## src/rtl/pcie_tlp_arbiter.sv

```systemverilog
// pcie_tlp_arbiter: round-robin sharing of a single-TLP endpoint port among
// N_REQ requesters. One TLP in flight; IDLE -> ISSUE -> WAIT -> CPL -> IDLE.
// A missing endpoint response turns into an error completion after TIMEOUT
// WAIT cycles.
module pcie_tlp_arbiter #(
  parameter int N_REQ   = 4,
  parameter int TIMEOUT = 16
) (
  input  logic               clk,
  input  logic               rst,
  input  logic [N_REQ-1:0]    req_valid,
  input  logic [N_REQ*32-1:0] req_tlp,
  output logic [N_REQ-1:0]    req_ready,
  output logic [31:0]         ep_tlp_data,
  output logic                ep_tlp_valid,
  input  logic [31:0]         ep_rsp_data,
  input  logic                ep_rsp_valid,
  output logic [N_REQ-1:0]    cpl_valid,
  output logic [31:0]         cpl_data,
  output logic                cpl_err,
  output logic                busy
);

  localparam int CNT_W = $clog2(TIMEOUT + 1);
  localparam int IDX_W = (N_REQ > 1) ? $clog2(N_REQ) : 1;

  typedef enum logic [1:0] {
    S_IDLE  = 2'd0,
    S_ISSUE = 2'd1,
    S_WAIT  = 2'd2,
    S_CPL   = 2'd3
  } state_t;

  state_t             r_state;
  state_t             w_next;

  logic [IDX_W-1:0]   r_rr_ptr;
  logic [IDX_W-1:0]   r_gnt;
  logic [CNT_W-1:0]   r_cnt;
  logic [31:0]        r_ep_data;
  logic               r_ep_valid;
  logic [N_REQ-1:0]   r_cpl_valid;
  logic [31:0]        r_cpl_data;
  logic               r_cpl_err;
  logic               r_busy;

  logic               w_found;
  logic [IDX_W-1:0]   w_gnt_idx;
  logic [IDX_W:0]     w_pos;
  logic [31:0]        w_tlp;
  logic [N_REQ-1:0]   w_ready;
  logic               w_timeout;

  // Round-robin search: first valid requester starting at r_rr_ptr, wrapping.
  always_comb begin
    w_found   = 1'b0;
    w_gnt_idx = '0;
    w_pos     = '0;
    for (int k = 0; k < N_REQ; k++) begin
      w_pos = {1'b0, r_rr_ptr} + (IDX_W+1)'(k);
      if (w_pos >= (IDX_W+1)'(N_REQ)) w_pos = w_pos - (IDX_W+1)'(N_REQ);
      if (!w_found && req_valid[w_pos[IDX_W-1:0]]) begin
        w_found   = 1'b1;
        w_gnt_idx = w_pos[IDX_W-1:0];
      end
    end
  end

  // Select the winning requester's TLP slice and build the one-hot ready.
  always_comb begin
    w_tlp   = '0;
    w_ready = '0;
    for (int i = 0; i < N_REQ; i++) begin
      if (w_gnt_idx == IDX_W'(i)) w_tlp = req_tlp[32*i +: 32];
    end
    if (r_state == S_IDLE && w_found) w_ready[w_gnt_idx] = 1'b1;
  end

  assign w_timeout = (r_cnt == CNT_W'(TIMEOUT - 1));

  // State register.
  always_ff @(posedge clk) begin
    if (rst) r_state <= S_IDLE;
    else     r_state <= w_next;
  end

  // Next-state logic; a response in the timeout cycle still counts as a response.
  always_comb begin
    w_next = r_state;
    case (r_state)
      S_IDLE:  if (w_found) w_next = S_ISSUE;
      S_ISSUE: w_next = S_WAIT;
      S_WAIT:  if (ep_rsp_valid || w_timeout) w_next = S_CPL;
      S_CPL:   w_next = S_IDLE;
      default: w_next = S_IDLE;
    endcase
  end

  // Datapath and registered outputs; strobes are loaded on entry to the state
  // that owns them so they line up with ISSUE and CPL.
  always_ff @(posedge clk) begin
    if (rst) begin
      r_rr_ptr    <= '0;
      r_gnt       <= '0;
      r_cnt       <= '0;
      r_ep_data   <= '0;
      r_ep_valid  <= 1'b0;
      r_cpl_valid <= '0;
      r_cpl_data  <= '0;
      r_cpl_err   <= 1'b0;
      r_busy      <= 1'b0;
    end else begin
      r_ep_valid  <= 1'b0;
      r_cpl_valid <= '0;
      r_busy      <= (w_next != S_IDLE);
      case (r_state)
        S_IDLE: begin
          if (w_found) begin
            r_gnt      <= w_gnt_idx;
            r_ep_data  <= w_tlp;
            r_ep_valid <= 1'b1;
          end
        end
        S_ISSUE: r_cnt <= '0;
        S_WAIT: begin
          r_cnt <= r_cnt + 1'b1;
          if (ep_rsp_valid) begin
            r_cpl_data  <= ep_rsp_data;
            r_cpl_err   <= 1'b0;
            r_cpl_valid <= N_REQ'(1) << r_gnt;
          end else if (w_timeout) begin
            r_cpl_data  <= 32'hFFFF_FFFF;
            r_cpl_err   <= 1'b1;
            r_cpl_valid <= N_REQ'(1) << r_gnt;
          end
        end
        S_CPL: begin
          r_rr_ptr <= (r_gnt == IDX_W'(N_REQ - 1)) ? '0 : r_gnt + 1'b1;
        end
        default: ;
      endcase
    end
  end

  assign req_ready    = w_ready;
  assign ep_tlp_data  = r_ep_data;
  assign ep_tlp_valid = r_ep_valid;
  assign cpl_valid    = r_cpl_valid;
  assign cpl_data     = r_cpl_data;
  assign cpl_err      = r_cpl_err;
  assign busy         = r_busy;

endmodule

```

## config.mk

```make
export PLATFORM = sky130hd
export DESIGN_NAME = pcie_tlp_arbiter
export DESIGN_NICKNAME = d
export VERILOG_FILES = /design/src/rtl/pcie_tlp_arbiter.sv
export SDC_FILE = /design/constraint.sdc
export NUM_CORES = 1
export LEC_CHECK = 0
export CAP_MARGIN = 20
export CORE_MARGIN = 2
export CORE_UTILIZATION = 32
export CTS_CLUSTER_DIAMETER = 30
export DETAILED_ROUTE_END_ITERATION = 10
export PLACE_DENSITY = 0.79
export SYNTH_ARGS = -nofsm -noshare
export SYNTH_HDL_FRONTEND = slang
export SYNTH_SLANG_ARGS = --single-unit
export TNS_END_PERCENT = 20
```

## constraint.sdc

```tcl
create_clock -name clk -period 1.9 [get_ports clk]
set_input_delay 0.19 -clock clk [delete_from_list [all_inputs] [get_ports clk]]
set_output_delay 0.19 -clock clk [all_outputs]
set_load 0.02 [all_outputs]
```

==> out/metrics.cfg, run 1 <==
[setup_path]
critPathLaunch = r_rr_ptr[1]$_SDFFE_PP0N_
criticalPathCategory = register to output pin
crit_required_ns = 1.71
crit_path_end_kind = output pin
crit_arrival_ns = 1.67
critPathLaunchType = register
worstPathCellList = nand2_1 -> a311oi_2 -> or2_4 -> buf_4 -> nor3_4 -> buf_6
critPathMaxFanout = 5
cp_slowest_cell = dfxtp_4
slowest_delay_ns = 0.36
reg2reg_from = r_rr_ptr[1]$_SDFFE_PP0N_

[logic_synthesis]
synth_area_leaders = dfxtp_1 39%, o211ai_2 8.8%, mux2i_1 8.5%
yosysMostFrequentCell = nor2_1
synth_common_cells = 83 x nor2_1, 82 x dfxtp_1, 41 x nor3_1
ys_seq_area_frac = 0.386
ys_types = 34
syn_inst = 499
syn_avg_cell_area_um2 = 8.52
synth_edf_count = 0
syn_nets = 676
synth_top_cell_area_share = 0.386
yosysTopAreaCell = dfxtp_1
synth-seq-cells = 82
yosysWarnings = 0
mappedNetlistArea_mm2 = 0.00425
yosys_most_used_dff = dfxtp_1
async_reset_ff_frac = 0

[detailed_routing]
drt_iter0_drc = 119
vias = 4498
wl_per_cell_um = 15.2
first_pass_iters = 4
drtAntennaViolNets = 0
via_per_inst = 4.88
drc = 0
wl_um = 14000

[outcome]
run_status = complete, no violations

[global_routing]
grt_pass1_wl_um = 22000
grt_pass1_vias = 4494
antenna_found_initial = 0
grt_max_degree = 65
grt_overflow_total = 0
grt_usage = 0.195

[clocking]
cts_made_buffers = 9
insertion_delay_ns = 0.33
clockBufferDepth = 2
cts_root_buf = clkbuf_16
clkSinkCount = 82
h-tree-depth = 3
cts_tree = yes
clkSlewWorstSetupHoldPaths_ns = 0.06

[die]
dieArea_mm2 = 0.0142
rows = 42
ios = 242
core_area_mm2 = 0.0131
fp.dieH_um = 119
start_util = 0.325
fp.dieW_um = 119

[sta]
final.min_clock_period_ns = 1.86
relSlewSlack = 0.682
period_share = 0.977
drv_slew = 0
rsz0062_at_grt = yes
finalHoldViolations = 0
worstMarginPinSlew_ns = 0.477
setup_viol = 0
fmax_mhz = 539
skew_ns = 0.00846

[placement]
post_dp_cell_area_mm2 = 0.00696
numPortBuffers = 241
dp_hpwl_um = 11100
gp_congestion = 0.829

[pwr]
cellLeakagePower_uw = 0.00294
power_density_mw_per_mm2 = 1080
peakVddDrop_mv = 0.451

[layout]
final_area_mm2 = 0.00738
layout-drive-gt1-share = 0.133
syn_to_final_growth_pct = 73.6
finalNetCount = 917
antenna_cells = 0
utilization = 0.564

[min_path]
hp-class = input port to register
holdCritStartpoint = rst

[run]
max-cap-violations = 0

## critical path, delay by kind of cell (launching register included)
kind	cells	cell delay (ns)
DFF	1	0.36
AOI/OAI and AO/OA	1	0.13
and+or+nand+nor	3	0.54
buffers and inverters	2	0.30
## layout by cell type (no fill, tap or decap), drive strengths merged
cell type,instances
dfxtp,82
a21boi,32
nand2b,3
and2,5
and3,33
o21ai,33
or2,2
o22a,1
clkbuf,10
dlygate4sd2,3
nor4,2
a211oi,1
clkinv,2
ha,10
a311oi,1
mux2i,36
nand2,40
buf,34
o211ai,32
nor2,83
clkdlybuf4s50,233
a21o,1
nor2b,1
clkinvlp,1
bufinv,2
and2b,1
nand3,2
a21oi,8
nor3,41
inv,9
nor3b,1
## cells by family after synthesis
group / Yosys count / share of synthesized area
AOI/OAI and AO/OA: 109 / 0.206
and+or+nand+nor: 214 / 0.233
muxes: 36 / 0.0848
adders and majority gates: 10 / 0.0294
DFF: 82 / 0.386
buffers and inverters: 48 / 0.0610
## what timing repair did
action / CTS / global route
hold buffers: 0 / 0
endpoints found under the setup margin: 36 / 46
gates resized for setup: 38 / 6
buffers inserted: 0 / 0
pin swaps: 3 / 1
## power by group
part	leakage (uW)	switching (uW)	internal, uW
Combinational	0.00211	1820	1800
Clock	0.000153	681	1150
Sequential	0.000673	272	2200
## state kept, by name (all words and copies together) (netlist names)
name	cells
cpl_data	32
r_gnt	2
cpl_valid	4
r_state	2
ep_tlp_data	32
ep_tlp_valid	1
r_rr_ptr	2
r_cnt	5
cpl_err	1
busy	1
## stage by stage
step                      instances  worst slack [ns]  total power [uW]  hold slack [ns]  TNS [ns]
final                           921            0.0440              7940            0.127         0
after global routing            921           -0.0603              8370            0.131    -0.173
after CTS                       921           0.00180              8020            0.112         0
after detailed placement        905            -0.514              6070            0.458    -13.40
after global placement          905            -0.465              5970            0.449     -8.63
after floorplan                 499             0.146              4330            0.289         0
## layout make-up
| class | count | area (um^2) |
|---|---|---|
| Tap cell | 176 | 220 |
| Multi-Input combinational cell | 369 | 2440 |
| Inverter | 8 | 30.0 |
| Fill cell | 1152 | 5710 |
| Sequential cell | 82 | 1650 |
| Timing Repair Buffer | 270 | 2720 |
| Clock inverter | 6 | 90.1 |
| Clock buffer | 10 | 229 |
## routing by layer
layer / vias up / GRT usage / part of all wire
met5: - / 0 / 0
met4: 0 / 0.0841 / 0.020
met3: 21 / 0.0599 / 0.082
met2: 186 / 0.347 / 0.50
met1: 2068 / 0.212 / 0.39
li1: 2223 / - / -
## final timing paths
kind	slack, ns	cells past startpoint	endpoint
max	0.04	6	req_ready[2]
min	0.13	2	ep_tlp_valid$_SDFF_PP0_
max reg2reg	0.08	7	ep_tlp_data[23]$_SDFFE_PP0N_
min reg2reg	0.47	2	ep_tlp_data[21]$_SDFFE_PP0N_
No activity file was read; power rests on OpenSTA's default activity.
==> run 2: changes to the inputs <==
--- a/config.mk
+++ b/config.mk
@@ -7,10 +7,11 @@
 export LEC_CHECK = 0
 export CAP_MARGIN = 20
 export CORE_MARGIN = 2
-export CORE_UTILIZATION = 32
+export CORE_UTILIZATION = 50
 export CTS_CLUSTER_DIAMETER = 30
 export DETAILED_ROUTE_END_ITERATION = 10
-export PLACE_DENSITY = 0.79
+export DONT_BUFFER_PORTS = 1
+export PLACE_DENSITY = 0.75
 export SYNTH_ARGS = -nofsm -noshare
 export SYNTH_HDL_FRONTEND = slang
 export SYNTH_SLANG_ARGS = --single-unit
==> out/metrics.cfg, run 2 (synthesized netlist as in run 1, its figures left out) <==
[die]
dieArea_mm2 = 0.00925  ; -35%
start_util = 0.517  ; +0.192
fp.dieW_um = 96.2  ; -19%
ios = 242  ; unchanged
rows = 33  ; -21%
fp.dieH_um = 96.2  ; -19%
core_area_mm2 = 0.00822  ; -37%

[min_path]
hp-class = input port to register
worst_hold_path.num_cells = 2  ; unchanged

[sta]
tns_ns = 0  ; unchanged
skew_ns = 0.0113  ; +0.00281 ns
finalHoldViolations = 0  ; unchanged
hold_ws_ns = 0.0183  ; -0.109 ns
final.min_clock_period_ns = 1.83  ; -0.0295 ns
fin_ws_ns = 0.0735  ; +0.0295 ns
relSlewSlack = 0.690  ; +0.00788
worstMarginPinSlew_ns = 0.461  ; -0.0161 ns
fmax_mhz = 547  ; +1.6%
setup_viol = 0  ; unchanged
period_share = 0.961  ; -0.0155
drv_slew = 0  ; unchanged
rsz0062_at_grt = yes

[pwr]
power.internal_uw = 3600  ; -30%
combPwrFrac = 0.292  ; -0.165
power_frac_seq = 0.509  ; +0.197
p_sw_uw = 2480  ; -10%
power_density_mw_per_mm2 = 1250  ; +16%
cellLeakagePower_uw = 0.00204  ; -31%
peakVddDrop_mv = 0.643  ; +42%
swShare = 0.408  ; +0.0584
clkPwrFrac = 0.199  ; -0.032

[run]
max-cap-violations = 0  ; unchanged

[detailed_routing]
via_per_inst = 5.88  ; +20%
wl_per_cell_um = 18.1  ; +20%
drtAntennaViolNets = 0  ; unchanged
vias = 3668  ; -18%
first_pass_iters = 4  ; unchanged
drt_iter0_drc = 131  ; +10%
wl_um = 11300  ; -19%
drc = 0  ; unchanged

[global_routing]
grt_max_degree = 59  ; -9.2%
grt_pass1_vias = 3342  ; -26%
antenna_found_initial = 1  ; +1
grt_pass1_wl_um = 15800  ; -28%
grt_usage = 0.222  ; +0.0270
grt_overflow_total = 0  ; unchanged

[setup_path]
criticalPathCategory = register to output pin
critPathLaunchType = register
crit_arrival_ns = 1.64  ; -0.03 ns
critPathMaxFanout = 6  ; +1
reg2reg_depth = 9  ; +2
crit_required_ns = 1.71  ; about the same
crit_path_end_kind = output pin

[placement]
dp_hpwl_um = 7870  ; -29%
numPortBuffers = 0  ; -100%
gp_congestion = 0.785  ; -5.3%
dp.cells = 588  ; -35%
dp_worst_setup_slack_ns = -0.00425  ; +0.510 ns

[layout]
finalNetCount = 691  ; -25%
final_common_cell = nor2_1
fillCellCount = 717  ; -38%
syn_to_final_growth_pct = 14.7
utilization = 0.593  ; +0.0292
mostFrequentLayoutCells = 81 x nor2_1, 80 x dfxtp_1, 38 x nor3_1
finalNonFillerCells = 624  ; -32%
layout-drive-gt1-share = 0.183  ; +0.0505

[clocking]
clockBufferDepth = 2  ; unchanged
h-tree-depth = 3  ; unchanged
clkSinkCount = 82  ; unchanged
insertion_delay_ns = 0.34  ; about the same
cts_root_buf = clkbuf_8
cts_tree = yes
cts_made_buffers = 9  ; unchanged
clkSlewWorstSetupHoldPaths_ns = 0.09  ; +0.03 ns

[outcome]
run_status = complete, no violations

==> run 2: cell types whose count changed in the layout (fill, tap and decap cells not counted), sizes merged <==
cell and delta:
dlygate4sd2 -3, buf -1, clkdlybuf4s50 -233, dlygate4sd3 +9, clkbuf +1, bufbuf +1, diode +1, bufinv -1
clkinv +1, inv -1
==> run 2: power by group through the flow <==
stage	clock network, uW	registers [uW]	logic [uW]
floorplan	0	3020	1310
global placement	0	3130	1550
detailed placement	0	3140	1610
CTS	1250	3100	1690
global route	1310	3170	1960
finish	1210	3100	1780
==> run 2: what timing repair did <==
item                       CTS  global route
hold endpoints to repair    45             1
gates resized for setup      5            10
hold buffers                 9             1
cloned                       1             1
setup buffers                1             8
setup endpoints to repair   16            39
pin swaps                    2             6
==> run 2: worst paths after layout <==
kind / start / end / slack (ns)
max: r_rr_ptr[1]$_SDFFE_PP0N_ / req_ready[0] / 0.07
min: ep_rsp_data[14] / cpl_data[14]$_SDFFE_PP0P_ / 0.02
max reg2reg: r_cnt[0]$_SDFFE_PP0P_ / busy$_SDFF_PP0_ / 0.10
min reg2reg: r_cnt[4]$_SDFFE_PP0P_ / r_cnt[4]$_SDFFE_PP0P_ / 0.50
==> run 2: metal layers <==
layer / up-vias / track usage / share of wire
met5: - / 0 / 0
met4: 0 / 0.0762 / 0.018
met3: 13 / 0.0603 / 0.084
met2: 180 / 0.406 / 0.52
met1: 1711 / 0.244 / 0.38
li1: 1764 / - / -
==> run 2: through the flow <==
step	total power (uW)	instance area, um^2
global route	6450	4870
floorplan	4330	4250
finish	6090	4870
CTS	6050	4740
global placement	4670	4400
detailed placement	4750	4410
==> run 2: final cells by class <==
type	instances	area (um^2)	share of cell area
clock buffer	10	128	0.0262
multi-input combinational	369	2400	0.493
timing repair buffer	44	478	0.0981
sequential	82	1650	0.338
tap	105	131	0.0270
inverter	8	30.0	0.00616
clock inverter	5	56.3	0.0116
antenna	1	2.50	0.000514
==> run 2: critical path, stage by stage, from the launching register on <==
cell,delay (ns)
dfxtp_4,0.37
mux2i_1,0.12
o22a_2,0.25
and2_4,0.21
nor3_2,0.18
buf_4,0.17
